## config.mk

```make
export PLATFORM = sky130hd
export DESIGN_NAME = pipeline_hazard_ctrl
export DESIGN_NICKNAME = d
export VERILOG_FILES = /design/src/rtl/pipeline_hazard_ctrl.sv
export SDC_FILE = /design/constraint.sdc
export NUM_CORES = 1
export LEC_CHECK = 0
export CAP_MARGIN = 20
export CORE_MARGIN = 3
export CORE_UTILIZATION = 40
export DETAILED_ROUTE_END_ITERATION = 8
export DONT_BUFFER_PORTS = 1
export GPL_ROUTABILITY_DRIVEN = 1
export PLACE_DENSITY = 0.59
export SETUP_SLACK_MARGIN = 0.02
export SLEW_MARGIN = 40
export SYNTH_ARGS = -nofsm -noshare
export SYNTH_HDL_FRONTEND = slang
export SYNTH_SLANG_ARGS = --single-unit
```

## constraint.sdc

```tcl
create_clock -name clk -period 2.05 [get_ports clk]
set_input_delay 0.3075 -clock clk [delete_from_list [all_inputs] [get_ports clk]]
set_output_delay 0.3075 -clock clk [all_outputs]
set_load 0.03 [all_outputs]
```

## src/rtl/pipeline_hazard_ctrl.sv

```systemverilog
// Pipeline hazard controller for a 5-stage in-order core.
// Resolves data-memory wait stalls (with a bounded wait and sticky timeout
// flag), EX-stage control-flow redirects and load-use interlocks, and keeps
// saturating performance counters for stall cycles and redirects.
// Stall/flush/redirect outputs are combinational so that they act on the
// pipeline registers in the same cycle the hazard is seen.
module pipeline_hazard_ctrl #(
  parameter int MEM_TIMEOUT = 16,
  parameter int CNT_W       = 32,
  parameter int XLEN        = 32
) (
  input  logic             clk,
  input  logic             reset,
  input  logic [4:0]       id_rs1_addr,
  input  logic [4:0]       id_rs2_addr,
  input  logic             id_uses_rs1,
  input  logic             id_uses_rs2,
  input  logic             ex_MemRead,
  input  logic [4:0]       ex_rd_addr,
  input  logic             ex_redirect,
  input  logic [XLEN-1:0]  ex_redirect_target,
  input  logic             mem_MemRead,
  input  logic             mem_MemWrite,
  input  logic             dmem_ready,
  output logic             pc_stall,
  output logic             pc_redirect,
  output logic [XLEN-1:0]  pc_redirect_target,
  output logic             if_id_stall,
  output logic             if_id_flush,
  output logic             id_ex_stall,
  output logic             id_ex_flush,
  output logic             ex_mem_stall,
  output logic             ex_mem_flush,
  output logic             mem_wb_stall,
  output logic             mem_wb_flush,
  output logic [1:0]       state,
  output logic             mem_timeout_err,
  output logic [CNT_W-1:0] stall_cycles,
  output logic [CNT_W-1:0] redirect_count
);

  // Wait counter must be able to hold the value MEM_TIMEOUT itself.
  localparam int WCNT_W = (MEM_TIMEOUT < 1) ? 1 : $clog2(MEM_TIMEOUT + 1);
  localparam logic [WCNT_W-1:0] WCNT_ONE    = WCNT_W'(1);
  localparam logic [WCNT_W-1:0] TIMEOUT_VAL = WCNT_W'(MEM_TIMEOUT);
  localparam logic [CNT_W-1:0]  CNT_ONE     = CNT_W'(1);
  localparam logic [CNT_W-1:0]  CNT_MAX     = {CNT_W{1'b1}};

  typedef enum logic [1:0] {
    ST_RUN      = 2'b00,
    ST_MEM_WAIT = 2'b01
  } state_t;

  state_t            state_r;
  state_t            state_next_s;
  logic [WCNT_W-1:0] wait_cnt_r;
  logic              mem_access_s;
  logic              timeout_hit_s;
  logic              mem_busy_s;
  logic              load_use_s;
  logic              timeout_err_set_s;
  logic              err_r;
  logic [CNT_W-1:0]  stall_cycles_r;
  logic [CNT_W-1:0]  redirect_count_r;

  assign mem_access_s  = mem_MemRead | mem_MemWrite;
  assign timeout_hit_s = (state_r == ST_MEM_WAIT) && (wait_cnt_r == TIMEOUT_VAL);
  assign mem_busy_s    = mem_access_s & ~dmem_ready & ~timeout_hit_s;
  // Only a genuine give-up counts as an error; a late ready on the limit cycle is fine.
  assign timeout_err_set_s = timeout_hit_s & mem_access_s & ~dmem_ready;

  // A load writing x0 never creates a real dependency.
  assign load_use_s = ex_MemRead && (ex_rd_addr != 5'd0) &&
                      ((id_uses_rs1 && (id_rs1_addr == ex_rd_addr)) ||
                       (id_uses_rs2 && (id_rs2_addr == ex_rd_addr)));

  // Prioritised hazard resolution: memory freeze, then redirect, then load-use bubble.
  always_comb begin
    pc_stall           = 1'b0;
    pc_redirect        = 1'b0;
    pc_redirect_target = {XLEN{1'b0}};
    if_id_stall        = 1'b0;
    if_id_flush        = 1'b0;
    id_ex_stall        = 1'b0;
    id_ex_flush        = 1'b0;
    ex_mem_stall       = 1'b0;
    ex_mem_flush       = 1'b0;
    mem_wb_stall       = 1'b0;
    mem_wb_flush       = 1'b0;
    if (mem_busy_s) begin
      // Freeze everything up to EX/MEM and feed a bubble into WB.
      pc_stall     = 1'b1;
      if_id_stall  = 1'b1;
      id_ex_stall  = 1'b1;
      ex_mem_stall = 1'b1;
      mem_wb_flush = 1'b1;
    end else if (ex_redirect) begin
      // Wrong-path instructions in IF/ID and ID/EX are squashed.
      pc_redirect        = 1'b1;
      pc_redirect_target = ex_redirect_target;
      if_id_flush        = 1'b1;
      id_ex_flush        = 1'b1;
    end else if (load_use_s) begin
      // Hold the consumer in ID and insert one bubble into EX.
      pc_stall    = 1'b1;
      if_id_stall = 1'b1;
      id_ex_flush = 1'b1;
    end else begin
      pc_stall    = 1'b0;
      pc_redirect = 1'b0;
    end
  end

  // Next-state logic for the memory-wait tracker.
  always_comb begin
    state_next_s = state_r;
    case (state_r)
      ST_RUN: begin
        if (mem_busy_s) begin
          state_next_s = ST_MEM_WAIT;
        end else begin
          state_next_s = ST_RUN;
        end
      end
      ST_MEM_WAIT: begin
        if (!mem_busy_s) begin
          state_next_s = ST_RUN;
        end else begin
          state_next_s = ST_MEM_WAIT;
        end
      end
      default: state_next_s = ST_RUN;
    endcase
  end

  // State register.
  always_ff @(posedge clk or posedge reset) begin
    if (reset) begin
      state_r <= ST_RUN;
    end else begin
      state_r <= state_next_s;
    end
  end

  // Consecutive wait-stall counter; never exceeds MEM_TIMEOUT because busy drops at the limit.
  always_ff @(posedge clk or posedge reset) begin
    if (reset) begin
      wait_cnt_r <= {WCNT_W{1'b0}};
    end else if (mem_busy_s) begin
      wait_cnt_r <= wait_cnt_r + WCNT_ONE;
    end else begin
      wait_cnt_r <= {WCNT_W{1'b0}};
    end
  end

  // Sticky timeout flag, cleared only by reset.
  always_ff @(posedge clk or posedge reset) begin
    if (reset) begin
      err_r <= 1'b0;
    end else if (timeout_err_set_s) begin
      err_r <= 1'b1;
    end else begin
      err_r <= err_r;
    end
  end

  // Saturating performance counters.
  always_ff @(posedge clk or posedge reset) begin
    if (reset) begin
      stall_cycles_r   <= {CNT_W{1'b0}};
      redirect_count_r <= {CNT_W{1'b0}};
    end else begin
      if (pc_stall && (stall_cycles_r != CNT_MAX)) begin
        stall_cycles_r <= stall_cycles_r + CNT_ONE;
      end else begin
        stall_cycles_r <= stall_cycles_r;
      end
      if (pc_redirect && (redirect_count_r != CNT_MAX)) begin
        redirect_count_r <= redirect_count_r + CNT_ONE;
      end else begin
        redirect_count_r <= redirect_count_r;
      end
    end
  end

  assign state           = state_r;
  assign mem_timeout_err = err_r;
  assign stall_cycles    = stall_cycles_r;
  assign redirect_count  = redirect_count_r;

endmodule

```

======== After elaboration in Yosys (flattened, before gate mapping) ========
Index checks and enable logic that the tools add are counted.
W data, S select, Z words.
storage, ports and cells
  input bits .............................. 56
  word-level logic and storage cells ...... 45
  output and inout port bits .............. 109
  flip-flop bits (word level) ............. 72
cells by class
  add/subtract/negate cells ............... 3
  reductions and logical operators ........ 11
  multiplexer cells ....................... 13
  equality and inequality tests ........... 6
  bitwise logic cells ..................... 7
operators with widths
  kind                     count
  $add A32 B1 Y32 const B  2
  $mux W32                 2
  $ne A32 B32 Y1 const B   2
  $eq A5 B5 Y1             2
  $mux W1                  9
  $logic_and A1 B1 Y1      7
  $add A5 B1 Y5 const B    1
  $eq A5 B5 Y1 const B     1
  $mux W5                  1
  $reduce_bool A5 Y1       1
  $and A1 B1 Y1            4
  $eq A2 B1 Y1 const B     1
  $logic_not A2 Y1         1
  $mux W2                  1
  $not A1 Y1               2
  $reduce_or A2 Y1         1
  $logic_or A1 B1 Y1       1
  $or A1 B1 Y1             1

======== Logic depth before layout (Yosys ltp) ========
  depth after elaboration ................. 8
  mapped depth ............................ 9
  depth with buffers taken out ............ 8

======== Least setup slack after synthesis ========
Ideal clock, no wire load.
  path kind ............................... register -> register
  from .................................... reg wait_cnt_r[0]
  to ...................................... reg redirect_count_r[28], in the netlist redirect_count[28]
  buffers on the path ..................... 0
  cell stages (with the launch flop) ...... 9
  data required time ...................... 1.970 ns
  path slack .............................. -0.314 ns
  clock period less this slack ............ 2.364 ns
  arrival ................................. 2.284 ns
  cells stage by stage .................... dfrtp_1 -> inv_1 -> ha_1 -> a41o_1 -> inv_1 -> nor2_1 -> nand4_2 -> nor3_1 -> xor2_1
on the way
  longest elaborated chain between the ends .. 6
RTL lines
  element                   RTL line  text
  start: declaration        56        logic [WCNT_W-1:0] wait_cnt_r;
  start signal: assignment  148       wait_cnt_r <= {WCNT_W{1'b0}};
  start signal: assignment  150       wait_cnt_r <= wait_cnt_r + WCNT_ONE;
  start signal: assignment  152       wait_cnt_r <= {WCNT_W{1'b0}};
  $eq A5 B5 Y1              67        assign timeout_hit_s = (state_r == ST_MEM_WAIT) && (wait_cnt_r == TIMEOUT_VAL);
  $logic_and A1 B1 Y1       67
  $not A1 Y1                68        assign mem_busy_s = mem_access_s & ~dmem_ready & ~timeout_hit_s;
  $and A1 B1 Y1             68
  $mux W1                   -
  via if_id_flush           29        output logic if_id_flush,
  $logic_and A1 B1 Y1       178       if (pc_redirect && (redirect_count_r != CNT_MAX)) begin
  end signal: assignment    171       redirect_count_r <= {CNT_W{1'b0}};
  end signal: assignment    179       redirect_count_r <= redirect_count_r + CNT_ONE;
  end signal: assignment    181       redirect_count_r <= redirect_count_r;
  end: declaration          64        logic [CNT_W-1:0] redirect_count_r;
The timed path passes the listed nets, and every way through them passes these cells.
A chain may end at the register's enable or synchronous reset.

======== Final worst setup path ========
  from .................................... reg wait_cnt_r[0]
  to ...................................... out pc_redirect_target[31]
on the way
  longest elaborated chain between the ends .. 5
RTL lines
  element              RTL line  text
  $eq A5 B5 Y1         67
  $logic_and A1 B1 Y1  67
  $not A1 Y1           68
  $and A1 B1 Y1        68
  $mux W32             90        if (mem_busy_s) begin
  end: declaration     27        output logic [XLEN-1:0] pc_redirect_target,
Every way passes these cells.

==> key figures <==
Route
  • Number of DRC markers in iteration 0: 131
  • Vias after detailed routing: 3431
  • DRC errors left: 0
  • Vias per std cell: 5.20
  • Total wire length: 11600 um
  • Final antenna-violating net count: 0
  • Count of TritonRoute iterations in the first routing pass: 6
  • Average wire per cell in the routed design: 17.6 um

STA
  • WHS: 0.195 ns
  • Relative slew margins: 61.4%
  • Worst-margin pin slew: 0.578 ns
  • Tcrit/Tclk final: 107%
  • Unrepaired setup endpoints after global routing: true
  • Max-slew violation count: 0
  • Setup clock skew after layout: 0.00573 ns
  • Final setup violation count: 64
  • Peak clock frequency supported by timing: 0.456 GHz
  • Post-layout min period: 2.19 ns
  • Setup ws final: -0.145 ns
  • Final hold viol count: 0

Power and ir drop
  • Worst IR Drop VDD: 0.000692 V
  • Leakage power total: 2.93 nW
  • Power Dens Cells: 665 nW/um2

Critical path
  • Highest net fanout along the worst path: 6
  • Nature of the critical path endpoint: output port
  • Startpoint of the lowest-slack register-to-register path: stall_cycles[26]
  • Number of cell instances on the worst register-to-register path: 6
  • Worst EP required: 1.74 ns
  • Reg-to-reg slack, setup: -0.11 ns
  • Endpoint of the most critical register-to-register path: stall_cycles[1]
  • Startpoint Class: flip-flop
  • Critical path start-end classification: flip-flop to output port
  • Arrival @ worst endpoint: 1.89 ns

Logic synthesis
  • Synth top area share: 46.2%
  • Most common cell in the synthesized netlist: sky130_fd_sc_hd__dfrtp_1
  • Fraction of the yosys area taken by sequential cells: 46.2%
  • Ys flop type: sky130_fd_sc_hd__dfrtp_1
  • Synthesis-stage register bit count: 71
  • Average instance area after synthesis: 10.0 um2
  • Number of flops mapped to enable cells by yosys: 0
  • Cells after Synth: 383
  • Post-synthesis async set-or-reset flop share: 100%
  • Count of cell types in the netlist: 42
  • Synth warn: 0
  • Ranking of synthesized cells by instance count: sky130_fd_sc_hd__dfrtp_1, sky130_fd_sc_hd__xor2_1, sky130_fd_sc_hd__and3_1, sky130_fd_sc_hd__nor2_1, sky130_fd_sc_hd__xnor2_1
  • Synth area leader: sky130_fd_sc_hd__dfrtp_1
  • Mapped Area: 3840 um2
  • Cell types with the largest area share after synthesis: sky130_fd_sc_hd__dfrtp_1, sky130_fd_sc_hd__xor2_1, sky130_fd_sc_hd__xnor2_1

Clock tree
  • Clock root buffer master: sky130_fd_sc_hd__clkbuf_8
  • Htree depth: 3
  • # clock sinks: 71
  • Clock Latency Late Sink: 0.34 ns
  • Bufs on Longest Clock Path: 2
  • Total clock buffers created by CTS: 9
  • Post-CTS clock slew at the launch and capture registers of the worst setup and hold paths: 0.07 ns
  • Clock tree from TritonCTS: yes

Finish
  • Area growth, synth to finish: 58.8%
  • Number of non-filler instances in the completed layout: 660
  • Post-Route Utilization: 65.7%
  • Ant diodes: 0
  • Post-route standard cell area excluding fillers: 6100 um2
  • Layout fillers: 732
  • Fraction of final layout cells sized beyond drive strength 1: 54.6%
  • Final Net Count: 586

GRT
  • Vias in the first global route: 3325
  • Global routing met1 resource utilization: 24.2%
  • Global-route wire length before repair: 17200 um
  • Pin count of the biggest net entering global routing: 35
  • Met3 GRT Util: 5.46%
  • Antenna violations before repair: 0
  • Overflow after GRT: 0
  • All-Layer GR Usage: 19.5%
  • Most heavily used metal layer in global routing: met2
  • Met2 track utilization from global routing: 32.5%

Worst hold path
  • WHS Endpoint: mem_timeout_err
  • WHS Path Cells: 2
  • Worst min path class: input port to flip-flop
  • Startpoint of the lowest-slack hold path: mem_MemRead

Place
  • Cell Area, Placed: 4890 um2
  • DP HPWL: 7860 um
  • Post-placement cell count: 615
  • Placer congestion estimate: 0.806
  • Port Buffer Count: 0

Floorplanning
  • Die area: 10800 um2
  • Die X: 104 um
  • Floorplan Core Area: 9280 um2
  • Cell Rows: 35
  • IO Count: 165
  • Effective utilization at floorplan: 41.4%
  • Chip height: 104 um

Flow run
  • Reported max-cap violation count: 0

Run status
  • Violated checks: negative setup slack
  • Result of the run: complete, but fails checks
[flip-flops by register name, indices dropped and copies added (netlist names)]
name,flops
redirect_count,32
wait_cnt_r,5
state,1
stall_cycles,32
mem_timeout_err,1
[metrics by stage]
stage               setup slack [ns]   TNS, ns  power, W
global route                  -0.212    -11.25   0.00424
floorplan                   -0.00434  -0.00434   0.00236
detailed placement           -0.0358   -0.0780   0.00275
finish                        -0.145     -4.64   0.00406
global placement              0.0772         0   0.00273
CTS                          -0.0882     -2.35   0.00392
[per-layer routing]
metal	part of all wire (%)	wire, um	vias up
met3	5.4	632	25
met5	0	0	-
li1	-	-	1591
met4	2.1	250	0
met1	41	4740	1711
met2	52	6010	104
[area by class of cell]
cell class                 instances  area (um2)  share of cell area (%)
multi-input combinational        276        2390                    39.2
timing repair buffer             150        1470                    24.1
sequential                        71        1810                    29.7
clock inverter                     3        42.5                   0.697
inverter                          18        71.3                    1.17
clock buffer                      13         149                    2.44
tap                              129         161                    2.65
[kinds of logic after synthesis]
kind of cell | synth area share, %
AO/OA/AOI/OAI | 2.08
XOR/XNOR | 16.9
adder cells (fa/ha/maj) | 1.30
buffers and inverters | 5.24
flip-flops | 46.2
multiplexers | 0.977
other | 0.0976
AND/OR/NAND/NOR | 27.2
[cell usage in the layout (no fill, tap or decap), drive strengths merged, types with 2 or more instances in the layout]
| cell type | n |
|---|---|
| buf | 146 |
| ha | 4 |
| nor2 | 32 |
| nand3 | 22 |
| nand2b | 2 |
| and2 | 4 |
| conb | 3 |
| clkbuf | 16 |
| nand4 | 20 |
| xnor2 | 32 |
| dfrtp | 71 |
| nor3 | 21 |
| and3 | 36 |
| nand2 | 27 |
| clkinvlp | 2 |
| mux2 | 3 |
| and4 | 5 |
| o21ai | 2 |
| inv | 17 |
| nor4 | 10 |
| xor2 | 42 |
| o21bai | 2 |
[worst max-delay path by stage]
stage / from / end / slack, ns / depth (start not counted)
after floorplan: wait_cnt_r[0] / redirect_count[8] / -0.004 / 9
after global placement: wait_cnt_r[0] / stall_cycles[13] / 0.08 / 9
after detailed placement: wait_cnt_r[0] / stall_cycles[28] / -0.04 / 9
after CTS: wait_cnt_r[0] / pc_redirect_target[31] / -0.09 / 7
after global routing: wait_cnt_r[0] / pc_redirect_target[26] / -0.21 / 8
final: wait_cnt_r[0] / pc_redirect_target[31] / -0.14 / 8
[critical path, stage by stage (launching register included)]
cell and delay, ns:
sky130_fd_sc_hd__dfrtp_1 0.35, sky130_fd_sc_hd__inv_1 0.05, sky130_fd_sc_hd__ha_2 0.17, sky130_fd_sc_hd__a41o_1 0.26, sky130_fd_sc_hd__buf_6 0.15, sky130_fd_sc_hd__buf_6 0.13, sky130_fd_sc_hd__buf_12 0.12, sky130_fd_sc_hd__and3_4 0.18
sky130_fd_sc_hd__buf_6 0.13
[power by group]
group	leakage, nW	switching (W)	internal (W)
Clock	0.0936	0.000515	0.000596
Sequential	0.888	0.0000780	0.00153
Combinational	1.95	0.000808	0.000531
[timing repair]
action	4_1_cts	5_1_grt
cloned	1	4
endpoints found under the hold margin	22	0
buffers inserted	4	20
hold buffers	1	0
setup endpoints to repair	33	80
pin swaps	2	41
resized for setup	55	109
Note: power is estimated with default switching activity, not from simulation.
